`config.mk`:
```
export PLATFORM = sky130hd
export DESIGN_NAME = boot_loader
export DESIGN_NICKNAME = d
export VERILOG_FILES = /design/src/rtl/boot_loader.sv
export SDC_FILE = /design/constraint.sdc
export NUM_CORES = 1
export LEC_CHECK = 0
export BUFFER_PORTS_ARGS = -buffer_cell sky130_fd_sc_hd__buf_2
export CAP_MARGIN = 25
export CORE_MARGIN = 5
export CORE_UTILIZATION = 40
export CTS_CLUSTER_DIAMETER = 100
export DETAILED_ROUTE_END_ITERATION = 16
export GPL_ROUTABILITY_DRIVEN = 0
export HOLD_SLACK_MARGIN = 0.12
export PLACE_DENSITY_LB_ADDON = 0.3
export SYNTH_ARGS = -nofsm -noshare
export SYNTH_HDL_FRONTEND = slang
export SYNTH_SLANG_ARGS = --single-unit
```
`constraint.sdc`:
```
create_clock -name Clk -period 2.6 [get_ports Clk]
set_clock_uncertainty 0.05 [all_clocks]
set_input_delay 0.52 -clock Clk [delete_from_list [all_inputs] [get_ports Clk]]
set_output_delay 0.52 -clock Clk [all_outputs]
set_load 0.05 [all_outputs]
```
`src/rtl/boot_loader.sv`:
```
// boot_loader: streams 32-bit instruction words into byte-addressed RAM
// (big-endian, MSB byte at the lowest address) while holding the CPU in
// reset, then releases the CPU once the image is loaded.
module boot_loader #(
    parameter int ADDR_WIDTH     = 9,
    parameter int MEM_BYTES      = 512,
    parameter int BASE_ADDR      = 0,
    parameter int CPU_RST_CYCLES = 2
) (
    input  logic                  Clk,
    input  logic                  RESET,
    input  logic                  start,
    input  logic                  word_valid,
    input  logic [31:0]           word_data,
    input  logic                  word_last,
    output logic                  word_ready,
    output logic [ADDR_WIDTH-1:0] ram_addr,
    output logic [7:0]            ram_byte,
    output logic                  ram_we,
    output logic                  cpu_reset,
    output logic                  busy,
    output logic                  done,
    output logic                  error,
    output logic [ADDR_WIDTH-2:0] word_count
);

    localparam int                  WCW       = ADDR_WIDTH - 1;
    localparam logic [ADDR_WIDTH-1:0] BASE    = ADDR_WIDTH'(BASE_ADDR);
    localparam logic [ADDR_WIDTH:0]   LIMIT   = (ADDR_WIDTH + 1)'(MEM_BYTES);
    localparam logic [15:0]           HOLD_LAST = 16'(CPU_RST_CYCLES - 1);

    typedef enum logic [2:0] {
        S_IDLE,
        S_WAIT,
        S_WRITE,
        S_HOLD,
        S_DONE,
        S_ERROR
    } state_t;

    state_t                  state;
    logic [ADDR_WIDTH-1:0]   addr;
    logic [1:0]              byte_idx;
    logic [31:0]             word_reg;
    logic                    last_reg;
    logic [15:0]             hold_cnt;
    logic [ADDR_WIDTH:0]     word_end;
    logic                    overflow;
    logic                    handshake;

    // Big-endian byte lane select: index 0 is the most significant byte.
    function automatic logic [7:0] pick_byte(input logic [31:0] w, input logic [1:0] idx);
        logic [7:0] b;
        case (idx)
            2'd0:    b = w[31:24];
            2'd1:    b = w[23:16];
            2'd2:    b = w[15:8];
            default: b = w[7:0];
        endcase
        return b;
    endfunction

    // One bit wider than addr so a word ending past MEM_BYTES is caught before addr wraps.
    always_comb begin
        word_end  = {1'b0, addr} + (ADDR_WIDTH + 1)'(4);
        overflow  = (word_end > LIMIT);
        handshake = word_valid & word_ready;
    end

    // Load sequencer with all outputs registered; the write strobe for a byte
    // is set up on the edge before that byte's cycle so ram_we spans exactly 4 cycles.
    always_ff @(posedge Clk or negedge RESET) begin
        if (!RESET) begin
            state      <= S_IDLE;
            addr       <= BASE;
            byte_idx   <= '0;
            word_reg   <= '0;
            last_reg   <= 1'b0;
            hold_cnt   <= '0;
            word_count <= '0;
            word_ready <= 1'b0;
            ram_we     <= 1'b0;
            ram_addr   <= '0;
            ram_byte   <= '0;
            cpu_reset  <= 1'b1;
            busy       <= 1'b0;
            done       <= 1'b0;
            error      <= 1'b0;
        end else begin
            case (state)
                S_IDLE: begin
                    cpu_reset <= 1'b1;
                    if (start) begin
                        state      <= S_WAIT;
                        addr       <= BASE;
                        word_count <= '0;
                        word_ready <= 1'b1;
                        busy       <= 1'b1;
                    end
                end

                S_WAIT: begin
                    if (handshake) begin
                        word_reg   <= word_data;
                        last_reg   <= word_last;
                        word_ready <= 1'b0;
                        if (overflow) begin
                            state <= S_ERROR;
                            error <= 1'b1;
                            busy  <= 1'b0;
                        end else begin
                            state    <= S_WRITE;
                            byte_idx <= '0;
                            ram_we   <= 1'b1;
                            ram_addr <= addr;
                            ram_byte <= word_data[31:24];
                        end
                    end
                end

                S_WRITE: begin
                    if (byte_idx == 2'd3) begin
                        ram_we     <= 1'b0;
                        addr       <= addr + ADDR_WIDTH'(4);
                        word_count <= word_count + WCW'(1);
                        if (last_reg) begin
                            state    <= S_HOLD;
                            hold_cnt <= '0;
                        end else begin
                            state      <= S_WAIT;
                            word_ready <= 1'b1;
                        end
                    end else begin
                        byte_idx <= byte_idx + 2'd1;
                        ram_addr <= addr + ADDR_WIDTH'(byte_idx + 2'd1);
                        ram_byte <= pick_byte(word_reg, byte_idx + 2'd1);
                    end
                end

                S_HOLD: begin
                    if (hold_cnt == HOLD_LAST) begin
                        state     <= S_DONE;
                        cpu_reset <= 1'b0;
                        done      <= 1'b1;
                        busy      <= 1'b0;
                    end else begin
                        hold_cnt <= hold_cnt + 16'd1;
                    end
                end

                S_DONE: begin
                    if (start) begin
                        state      <= S_WAIT;
                        addr       <= BASE;
                        word_count <= '0;
                        done       <= 1'b0;
                        cpu_reset  <= 1'b1;
                        busy       <= 1'b1;
                        word_ready <= 1'b1;
                    end
                end

                S_ERROR: begin
                    error      <= 1'b1;
                    cpu_reset  <= 1'b1;
                    busy       <= 1'b0;
                    word_ready <= 1'b0;
                end

                default: begin
                    state <= S_IDLE;
                end
            endcase
        end
    end

endmodule
```
=== Word level (Yosys, flattened, before mapping) ===
Index checks and enable logic that the tools add are counted.

* Bitwise logic cells: 2
* Equal/unequal tests: 20
* Muxes and demuxes: 50
* Reduce and logical (&&, ||, !) cells: 23
* $add $sub $neg: 7
* $lt $le $gt $ge: 1

{| class="wikitable"
|+ Operator list
! cell !! count
|-
| $mux 16 || 3
|-
| $mux 9 || 5
|-
| $mux 8 || 5
|-
| $pmux 9 s2 || 2
|-
| $pmux 16 s2 || 1
|-
| $pmux 8 s2 || 2
|-
| $pmux 8 s3 || 1
|-
| $ne 2x2->1 const B || 10
|-
| $add 16x1->16 const B || 1
|-
| $eq 16x1->1 const B || 1
|-
| $mux 3 || 5
|-
| $pmux 3 s5 || 1
|-
| $reduce_and 5->1 || 3
|-
| $mux 1 || 14
|-
| $reduce_and 3->1 || 4
|-
| $reduce_and 4->1 || 3
|-
| $add 9x3->10 const B || 1
|-
| $gt 10x10->1 const B || 1
|-
| $reduce_bool 2->1 || 5
|-
| $add 9x3->9 || 1
|-
| $add 9x3->9 const B || 1
|-
| $add 8x1->8 const B || 1
|-
| $mux 2 || 4
|-
| $pmux 1 s4 || 2
|-
| other kinds (19) || 26
|}

* Logic and storage cells: 118
* Register bits after elaboration: 94
* Input port bits: 37
* Output and inout port bits: 31

=== Longest topological paths before layout ===
Gate-level depths: netlist of the first run.

* Depth in word-level cells: 5
* Mapped depth: 7
* Gate-level depth less buffers: 7

=== Worst setup path after synthesis of the first run ===
Ideal clock, no wire load.

* Path type: register to register
* Start point: register byte_idx[0]
* End point: register ram_addr[7]
* Arrival time: 1.915 ns
* Path buffers: 1
* Data required time: 2.477 ns
* Cell stages (with the launch flop): 7
* Slack: 0.562 ns
* Setup time: 0.073 ns
* Clock period less this slack: 2.038 ns
* Cells stage by stage: dfrtp_1 -> ha_1 -> or3b_1 -> a211oi_4 -> buf_6 -> nor2_1 -> a21oi_2

* Cells in the longest elaborated chain, start to end: 4
* Elaborated cells between the ends (all ways): 7
* Classes of those cells: add/sub: 2; eq/ne: 2; mux: 2; reduce/logical: 1

{| class="wikitable"
|+ Ends and longest elaborated chain
! item !! RTL line !! RTL
|-
| from (decl) || 43 || <nowiki>logic [1:0] byte_idx;</nowiki>
|-
| from (signal assigned) || 134 || <nowiki>byte_idx <= byte_idx + 2'd1;</nowiki>
|-
| $add 2x1->3 || 135 || <nowiki>ram_addr <= addr + ADDR_WIDTH'(byte_idx + 2'd1);</nowiki>
|-
| $add 9x3->9 || 135 ||
|-
| $mux 9 || 122 || <nowiki>if (byte_idx == 2'd3) begin</nowiki>
|-
| $pmux 9 s2 || 90 || <nowiki>case (state)</nowiki>
|-
| to (signal assigned) || 115 || <nowiki>ram_addr <= addr;</nowiki>
|-
| to (signal assigned) || 135 ||
|-
| to (decl) || 17 || <nowiki>output logic [ADDR_WIDTH-1:0] ram_addr,</nowiki>
|}

Parallel ways exist; a longest one is shown, timed or not. The select of a mux whose other input is x is not followed.
A chain may end at the register's enable or synchronous reset.

=== Final worst setup path of the first run ===
* Start point: register state[1]
* End point: register ram_addr[0]

* Cells in the longest elaborated chain, start to end: 3
* Elaborated cells between the ends (all ways): 8
* Classes of those cells: eq/ne: 5; mux: 1; reduce/logical: 2

{| class="wikitable"
|+ Ends and longest elaborated chain
! item !! RTL line !! RTL
|-
| from (decl) || 41 || <nowiki>state_t state;</nowiki>
|-
| from (signal assigned) || 74 || <nowiki>state <= S_IDLE;</nowiki>
|-
| from (signal assigned) || 94 || <nowiki>state <= S_WAIT;</nowiki>
|-
| from (signal assigned) || 108 || <nowiki>state <= S_ERROR;</nowiki>
|-
| $eq 3x2->1 / $eq 3x1->1 (equally long branches) || 90 ||
|-
| $ne 2x2->1 (no source line) / $reduce_bool 2->1 (equally long branches) || - ||
|-
| $reduce_and 4->1 (no source line) || - ||
|}

Parallel ways exist; a longest one is shown, timed or not.

==> results of run 1 <==
power groups by stage:
stage / Combinational, mW / Sequential [mW] / Clock, mW
final: 2.56 / 2.24 / 1.29
after global placement: 2.51 / 2.24 / 0
after global routing: 2.79 / 2.30 / 1.37
after CTS: 2.58 / 2.24 / 1.32
after detailed placement: 2.57 / 2.26 / 0
after floorplan: 1.51 / 2.70 / 0
metrics by stage:
stage / total power [mW] / instance area (um2) / instances
final: 6.09 / 5390 / 647
after global routing: 6.46 / 5390 / 647
after CTS: 6.14 / 5390 / 647
after detailed placement: 4.83 / 5090 / 632
after global placement: 4.75 / 5090 / 632
after floorplan: 4.21 / 4600 / 436
worst max-delay path, delay by kind of cell (launching register included):
family | cells | cell delay [ns]
AOI/OAI and AO/OA | 2 | 0.17
DFF | 1 | 0.48
and+or+nand+nor | 3 | 1.15
buffers and inverters | 1 | 0.19
worst min-delay path by stage:
stage                       from            end
after floorplan            RESET        addr[2]
after global placement    ram_we         ram_we
after detailed placement  ram_we         ram_we
after CTS                  RESET    ram_addr[7]
after global routing       RESET    ram_addr[7]
final                      RESET  word_count[6]
cells by family after synthesis:
group,synth area share
compound gates,0.168
xor+xnor,0.0323
fa+ha+maj,0.0299
buf+inv,0.0364
flops,0.500
mux,0.0829
simple gates,0.150
layer usage:
| layer | up-vias | global-route usage | routed length, um |
|---|---|---|---|
| met5 | - | 0 | 0 |
| met4 | 0 | 0.0688 | 216 |
| met3 | 17 | 0.0221 | 562 |
| met2 | 102 | 0.265 | 5140 |
| met1 | 1769 | 0.223 | 4900 |
| li1 | 1721 | - | - |
layout make-up:
class / count / area [um2] / share of cell area
clock inverter: 4 / 50.0 / 0.00929
clock buffer: 11 / 243 / 0.0451
multi-input combinational: 311 / 2140 / 0.398
tap: 143 / 179 / 0.0332
inverter: 10 / 37.5 / 0.00697
sequential: 92 / 2300 / 0.428
timing repair buffer: 76 / 430 / 0.0799
placed cells by master, fill, tap and decap left out, types with 3 or more instances in the layout:
cell | netlist | final
dfrtp_1 | 91 | 91
buf_2 | 8 | 66
nand2_1 | 39 | 39
o21ai_0 | 37 | 37
mux2_2 | 33 | 33
nor2_1 | 32 | 32
nand3_1 | 16 | 16
xor2_1 | 15 | 15
a21oi_1 | 14 | 14
nand4_1 | 13 | 13
a21oi_2 | 12 | 12
ha_1 | 11 | 11
inv_1 | 10 | 10
clkbuf_16 | 0 | 9
a222oi_1 | 8 | 8
o21a_1 | 8 | 8
buf_4 | 1 | 8
a22oi_1 | 7 | 7
nor4_1 | 6 | 6
nor3_1 | 5 | 5
a31oi_1 | 4 | 4
and3_1 | 4 | 4
nand2b_1 | 4 | 4
o31ai_1 | 3 | 3
==> flow_summary.toml, run 1 <==
[final_layout]
areaGrowthSynthToFinish_pct = 17.0
layout-drive-gt1-share = 0.292
post-route-util = 0.474
antenna_cells = 0
nets = 548
largest_reg_flops = 32
n_fill_cell = 1055

[timing]
worstMarginPinSlew_ns = 0.691
finalHoldViolations = 0
grt_setup_unrepaired = "no"
fmax_mhz = 462
fin_crit_sh = 0.833
post-route-min-period_ns = 2.17
tns_ns = 0
maxSlewHeadroom = 0.537
setup_viol = 0
slew_viol_final = 0
holdWs_ns = 0.155
setup_slack_ns = 0.434

[drt]
vias = 3609
routed_wl_mm = 10.8
drc = 0
avgViaCountPerCell = 5.58
ant_nets = 0
drtIter0Drc = 314
wl_per_cell_um = 16.7
first_pass_iters = 5

[global_routing]
grt_pass1_wl_mm = 17.8
antenna_found_initial = 0
grt_pass1_vias = 3491
grt_usage = 0.164
gr-total-overflow = 0
grt_max_degree = 52

[die]
die_width_um = 117
core-area_mm2 = 0.0114
die_y_um = 117
dieArea_mm2 = 0.0138
rows = 39
io_pins = 68
start_util = 0.405

[power]
ir_drop_v = 0.000708
power_density_mw_per_mm2 = 1130
internal_power_mw = 3.63
p_sw_mw = 2.46
clock_power_share = 0.211
switching_share = 0.404
share_seq_of_total_power = 0.368
pwr-share-comb = 0.421
power.leakage_nw = 2.35

[yosys]
synth.distinct_cells = 55
synth_top_area_share = 0.495
synth_edf_count = 0
syn-instance-count = 436
synthFlopType = "dfrtp_1"
yosys-top-cells-count = "dfrtp_1, nand2_1, o21ai_0"
synth_area_leaders = "dfrtp_1, mux2_2, o21ai_0"
async_flop_share = 1.00
synth_area_leader_cell = "dfrtp_1"
synth.most_common_cell = "dfrtp_1"
syn_area_per_cell_um2 = 10.6
netlist_area_mm2 = 0.00460
synth-seq-cells = 92
synth_seq_area_share = 0.500
ys_warn_count = 0
syn_nets = 484

[critical_path]
reg2reg_depth = 6
path_max_fanout = 37
critPathKind = "reg -> reg"
r2r_setup_slack_ns = 0.43
crit_slowest_cell = "or3b_1"
crit_arrival_ns = 2.33
crit_path_start = "state[1]"
timing.rr.start = "state[1]"
r2r-end = "ram_addr[0]"
crit_path_end = "ram_addr[0]"
worst_setup_path_end_kind = "register"
crit_required_ns = 2.76
path_cells = "or3b_1, nor4_4, a211oi_4, buf_12, nand2_1, o22ai_2"
slowest_delay_ns = 0.56
cp-start-kind = "register"

[cts]
numCtsBuffers = 9
h-tree-depth = 3
cts_tree = "done"
cts_buffer_depth = 2
ctsRootBufferMaster = "clkbuf_16"
clk_pin_slew_worst_paths_ns = 0.06
holdBufCountCts = 0
clock_sinks = 92
clk_latency_ns = 0.34
cts-resized-gates = 0
cts_setup_buffers = 0

[placed_design]
dp_hpwl_mm = 7.59
port_buffers = 67
dp_slack_ns = 0.456

[hold_path]
hp-class = "in -> async"

[run_status]
outcome = "finished clean"

[flow_run]
cap_violations = 0
Note: power is estimated with default switching activity, not from simulation.
==> inputs of run 2 (changes only) <==
clock period = 2.05 ns   (was 2.6 ns; I/O delays follow)
==> flow_summary.toml, run 2 (synthesis gave the netlist of run 1 again) <==
[run_status]
outcome = "finished clean"

[die]
core-area_mm2 = 0.0114
dieArea_mm2 = 0.0138
io_pins = 68
start_util = 0.405
rows = 39
die_width_um = 117
die_y_um = 117

[timing]
setup_viol = 0
worstMarginPinSlew_ns = 0.513
slew_viol_final = 0
maxSlewHeadroom = 0.655
post-route-min-period_ns = 1.94
finalHoldViolations = 0
fmax_mhz = 515
fin_crit_sh = 0.946

[placed_design]
port_buffers = 67
place_inst = 646
dp_hpwl_mm = 8.00

[global_routing]
antenna_found_initial = 0
grt_pass1_vias = 3681
grt_usage = 0.170
grt_max_degree = 38
grt_pass1_wl_mm = 18.4
gr-total-overflow = 0

[critical_path]
worst_setup_path_end_kind = "register"
path_max_fanout = 37
slowest_delay_ns = 0.50
reg2reg_depth = 6
crit_path_end = "byte_idx[0]"
r2r_setup_slack_ns = 0.11
crit_arrival_ns = 2.11
crit_family = "simple AND/OR/NAND/NOR gates"
timing.rr.start = "state[0]"
cp_num_cells = 6
crit_required_ns = 2.22
crit_slowest_cell = "or3b_1"
r2r-end = "byte_idx[0]"
crit_path_start = "state[0]"
critPathKind = "reg -> reg"
cp_num_buf_inv = 1
path_cells = "or3b_1, nor4_4, a211oi_4, buf_12, nand2_1, mux2i_1"
cp-start-kind = "register"

[drt]
first_pass_iters = 5
drtIter0Drc = 299
ant_nets = 0
routed_wl_mm = 10.8
drc = 0
vias = 3653
avgViaCountPerCell = 5.49
wl_per_cell_um = 16.2

[final_layout]
areaGrowthSynthToFinish_pct = 20.6
antenna_cells = 0
largest_reg_flops = 32
nets = 565
final_cell_mix = "dfrtp_1, buf_2, nand2_1"
layout-drive-gt1-share = 0.322
finalNonFillerCells = 665
layout_commonest_cell = "dfrtp_1"
n_fill_cell = 1073

[power]
finalPower_mw = 7.90
power_density_mw_per_mm2 = 1420
ir_drop_v = 0.00111
power.leakage_nw = 2.44

[cts]
clk_latency_ns = 0.35
clk_pin_slew_worst_paths_ns = 0.07
clock_sinks = 92
numCtsBuffers = 9
ctsRootBufferMaster = "clkbuf_16"
h-tree-depth = 3
cts_buffer_depth = 2
cts_tree = "done"

[flow_run]
cap_violations = 0

[hold_path]
hp-class = "in -> reg"
## run 2: worst min-delay path by stage
stage | from | endpoint | slack, ns | depth (start not counted)
4_1_cts | word_data[22] | word_reg[22] | 0.23 | 2
6_report | word_data[11] | word_reg[11] | 0.24 | 2
5_1_grt | word_data[22] | word_reg[22] | 0.23 | 2
3_3_place_gp | RESET | ram_addr[8] | 0.32 | 1
2_1_floorplan | RESET | addr[2] | 0.06 | 0
3_5_place_dp | RESET | word_count[2] | 0.32 | 1
## run 2: stage by stage
| stage | setup TNS (ns) | setup slack [ns] | util | hold slack (ns) | instance area [um2] |
|---|---|---|---|---|---|
| finish | 0 | 0.110 | 0.488 | 0.241 | 5550 |
| global route | -0.0120 | -0.0100 | 0.488 | 0.230 | 5550 |
| CTS | 0 | 0.117 | 0.486 | 0.229 | 5520 |
| detailed placement | 0 | 0.131 | 0.458 | 0.321 | 5210 |
| global placement | 0 | 0.183 | 0.458 | 0.318 | 5210 |
| floorplan | 0 | 0.0121 | - | 0.0644 | 4600 |
## run 2: final cells by class
class | count | area, um2 | share of cell area
flip-flops and latches | 92 | 2300 | 0.415
multi-input cells | 311 | 2150 | 0.388
repair buffers | 93 | 573 | 0.103
clock buffers | 9 | 225 | 0.0406
well taps | 143 | 179 | 0.0322
clock inverters | 7 | 76.3 | 0.0137
inverters | 10 | 41.3 | 0.00744
## run 2: report_power, final
part           switching (mW)  leakage, nW  internal (mW)
registers               0.367         1.15           2.42
clock network           0.719        0.142          0.951
logic                    2.11         1.15           1.33
total                    3.20         2.44           4.70
## run 2: repair_timing
item,CTS,global route
gates resized for setup,0,5
setup endpoints to repair,0,8
buffers inserted,0,2
hold buffers,1,0
endpoints found under the hold margin,27,0
## run 2: per-layer routing
metal  part of all wire  GRT usage
met1               0.44      0.221
met2               0.49      0.280
met3              0.048     0.0319
met4              0.019     0.0680
met5                  0          0
==> inputs of run 3 (changes only) <==
ABC_AREA = 1   (was default)
==> flow_summary.toml, run 3 <==
[run_status]
outcome = "finished clean"

[die]
io_pins = 68
core-area_mm2 = 0.0121
start_util = 0.410
die_y_um = 121
die_width_um = 121
dieArea_mm2 = 0.0147
rows = 40

[critical_path]
crit_required_ns = 2.27
crit_path_start = "state[1]"
cp-start-kind = "register"
crit_slowest_cell = "dfrtp_1"
timing.rr.start = "state[1]"
path_cells = "nor2_1, inv_1, nand2_1, nand3_2, inv_1, nand2_1, a21oi_1"
path_max_fanout = 19
cp_num_buf_inv = 2
critPathKind = "reg -> reg"
crit_arrival_ns = 2.06
crit_family = "simple AND/OR/NAND/NOR gates"
slowest_delay_ns = 0.47
worst_setup_path_end_kind = "register"

[drt]
first_pass_iters = 5
drc = 0
routed_wl_mm = 11.5
vias = 4117
ant_nets = 0
drtIter0Drc = 244
wl_per_cell_um = 13.8
avgViaCountPerCell = 4.93

[yosys]
syn_area_per_cell_um2 = 8.44
syn_nets = 636
synth.distinct_cells = 39
async_flop_share = 1.00
synth.most_common_cell = "nand2_1"
synth_area_leaders = "dfrtp_1, nand2_1, mux2_2"
synth_edf_count = 0
synth_area_leader_cell = "dfrtp_1"
synthFlopType = "dfrtp_1"
yosys-top-cells-count = "nand2_1, dfrtp_1, nand3_1"
netlist_area_mm2 = 0.00496
syn-instance-count = 588
synth_seq_area_share = 0.464
synth-seq-cells = 92
synth_top_area_share = 0.459
ys_warn_count = 0

[timing]
fmax_mhz = 543
setup_viol = 0
finalHoldViolations = 0
slew_viol_final = 0
fin_crit_sh = 0.899
tns_ns = 0
worstMarginPinSlew_ns = 0.439
maxSlewHeadroom = 0.707
grt_setup_unrepaired = "no"
post-route-min-period_ns = 1.84

[global_routing]
grt_pass1_vias = 4043
grt_usage = 0.164
grt_max_degree = 58
gr-total-overflow = 0
grt_pass1_wl_mm = 19.6
antenna_found_initial = 0

[power]
power.leakage_nw = 2.93
switching_share = 0.406
pwr-share-comb = 0.398
share_seq_of_total_power = 0.370
finalPower_mw = 7.36
ir_drop_v = 0.000906
clock_power_share = 0.232
power_density_mw_per_mm2 = 1270
internal_power_mw = 4.37
p_sw_mw = 2.99

[cts]
cts_setup_buffers = 0
cts_tree = "done"
cts_buffer_depth = 2
clk_pin_slew_worst_paths_ns = 0.07
numCtsBuffers = 9
clock_sinks = 92
ctsRootBufferMaster = "clkbuf_16"
cts-resized-gates = 0
clk_latency_ns = 0.34
h-tree-depth = 3
holdBufCountCts = 1

[final_layout]
layout-drive-gt1-share = 0.238
largest_reg_flops = 32
finalNonFillerCells = 835
nets = 710
final_cell_mix = "nand2_1, dfrtp_1, buf_2"
antenna_cells = 0
n_fill_cell = 1225
areaGrowthSynthToFinish_pct = 17.1
layout_commonest_cell = "nand2_1"

[placed_design]
port_buffers = 67
dp_hpwl_mm = 8.48
place_inst = 818

[hold_path]
hp-class = "in -> reg"
hold_start = "word_data[15]"

[flow_run]
cap_violations = 0
run 3: changes by cell type after synthesis, moves of 7 or more:
cell,previous run,this run
o21ai_0,37,21
a21oi_1,14,7
o21a_1,8,0
inv_1,10,44
a222oi_1,8,0
nand2_1,39,193
a21oi_2,12,0
xor2_1,15,5
o21ai_2,2,10
nand3_1,16,65
run 3: cells by family after synthesis:
logic type | share of synthesized area
AO/OA/AOI/OAI | 0.0625
XOR/XNOR | 0.0159
adder cells (fa/ha/maj) | 0.0277
buffers and inverters | 0.0605
flip-flops | 0.464
multiplexers | 0.0764
AND/OR/NAND/NOR | 0.293
run 3: stage by stage:
step	area, um2	setup WS [ns]	hold slack [ns]	util
CTS	5810	0.205	0.234	0.480
global placement	5490	0.275	0.237	0.453
floorplan	4960	0.429	0.0644	-
global route	5810	0.0434	0.236	0.480
detailed placement	5490	0.205	0.241	0.453
finish	5810	0.208	0.245	0.480
run 3: power by group through the flow:
stage,Sequential [mW],Combinational [mW],Clock [mW]
CTS,2.72,2.96,1.76
global route,2.80,3.26,1.84
global placement,2.73,2.89,0
finish,2.73,2.93,1.71
floorplan,3.13,1.85,0
detailed placement,2.75,2.95,0
run 3: final timing paths:
check / end / slack, ns / cells after the start
worst max-delay path: addr[4] / 0.21 / 7
worst min-delay path: word_reg[15] / 0.24 / 2
worst max register to register: addr[4] / 0.21 / 7
worst min register to register: cpu_reset / 0.42 / 2
max in group asynchronous: ram_byte[4] / 0.96 / 3
min in group asynchronous: word_count[4] / 0.42 / 2
run 3: per-layer routing:
metal  up-vias  global-route usage  wire length [um]
li1       2072                   -                 -
met2        90               0.258              5400
met5         -                   0                 0
met1      1946               0.218              5310
met3         9              0.0555               642
met4         0              0.0399               135
run 3: final cells by class:
class | count | area (um2) | share of cell area
Clock inverter | 6 | 72.6 | 0.0125
Tap cell | 168 | 210 | 0.0362
Inverter | 47 | 176 | 0.0303
Multi-Input combinational cell | 432 | 2360 | 0.406
Clock buffer | 10 | 239 | 0.0411
Sequential cell | 92 | 2300 | 0.396
Timing Repair Buffer | 80 | 450 | 0.0775
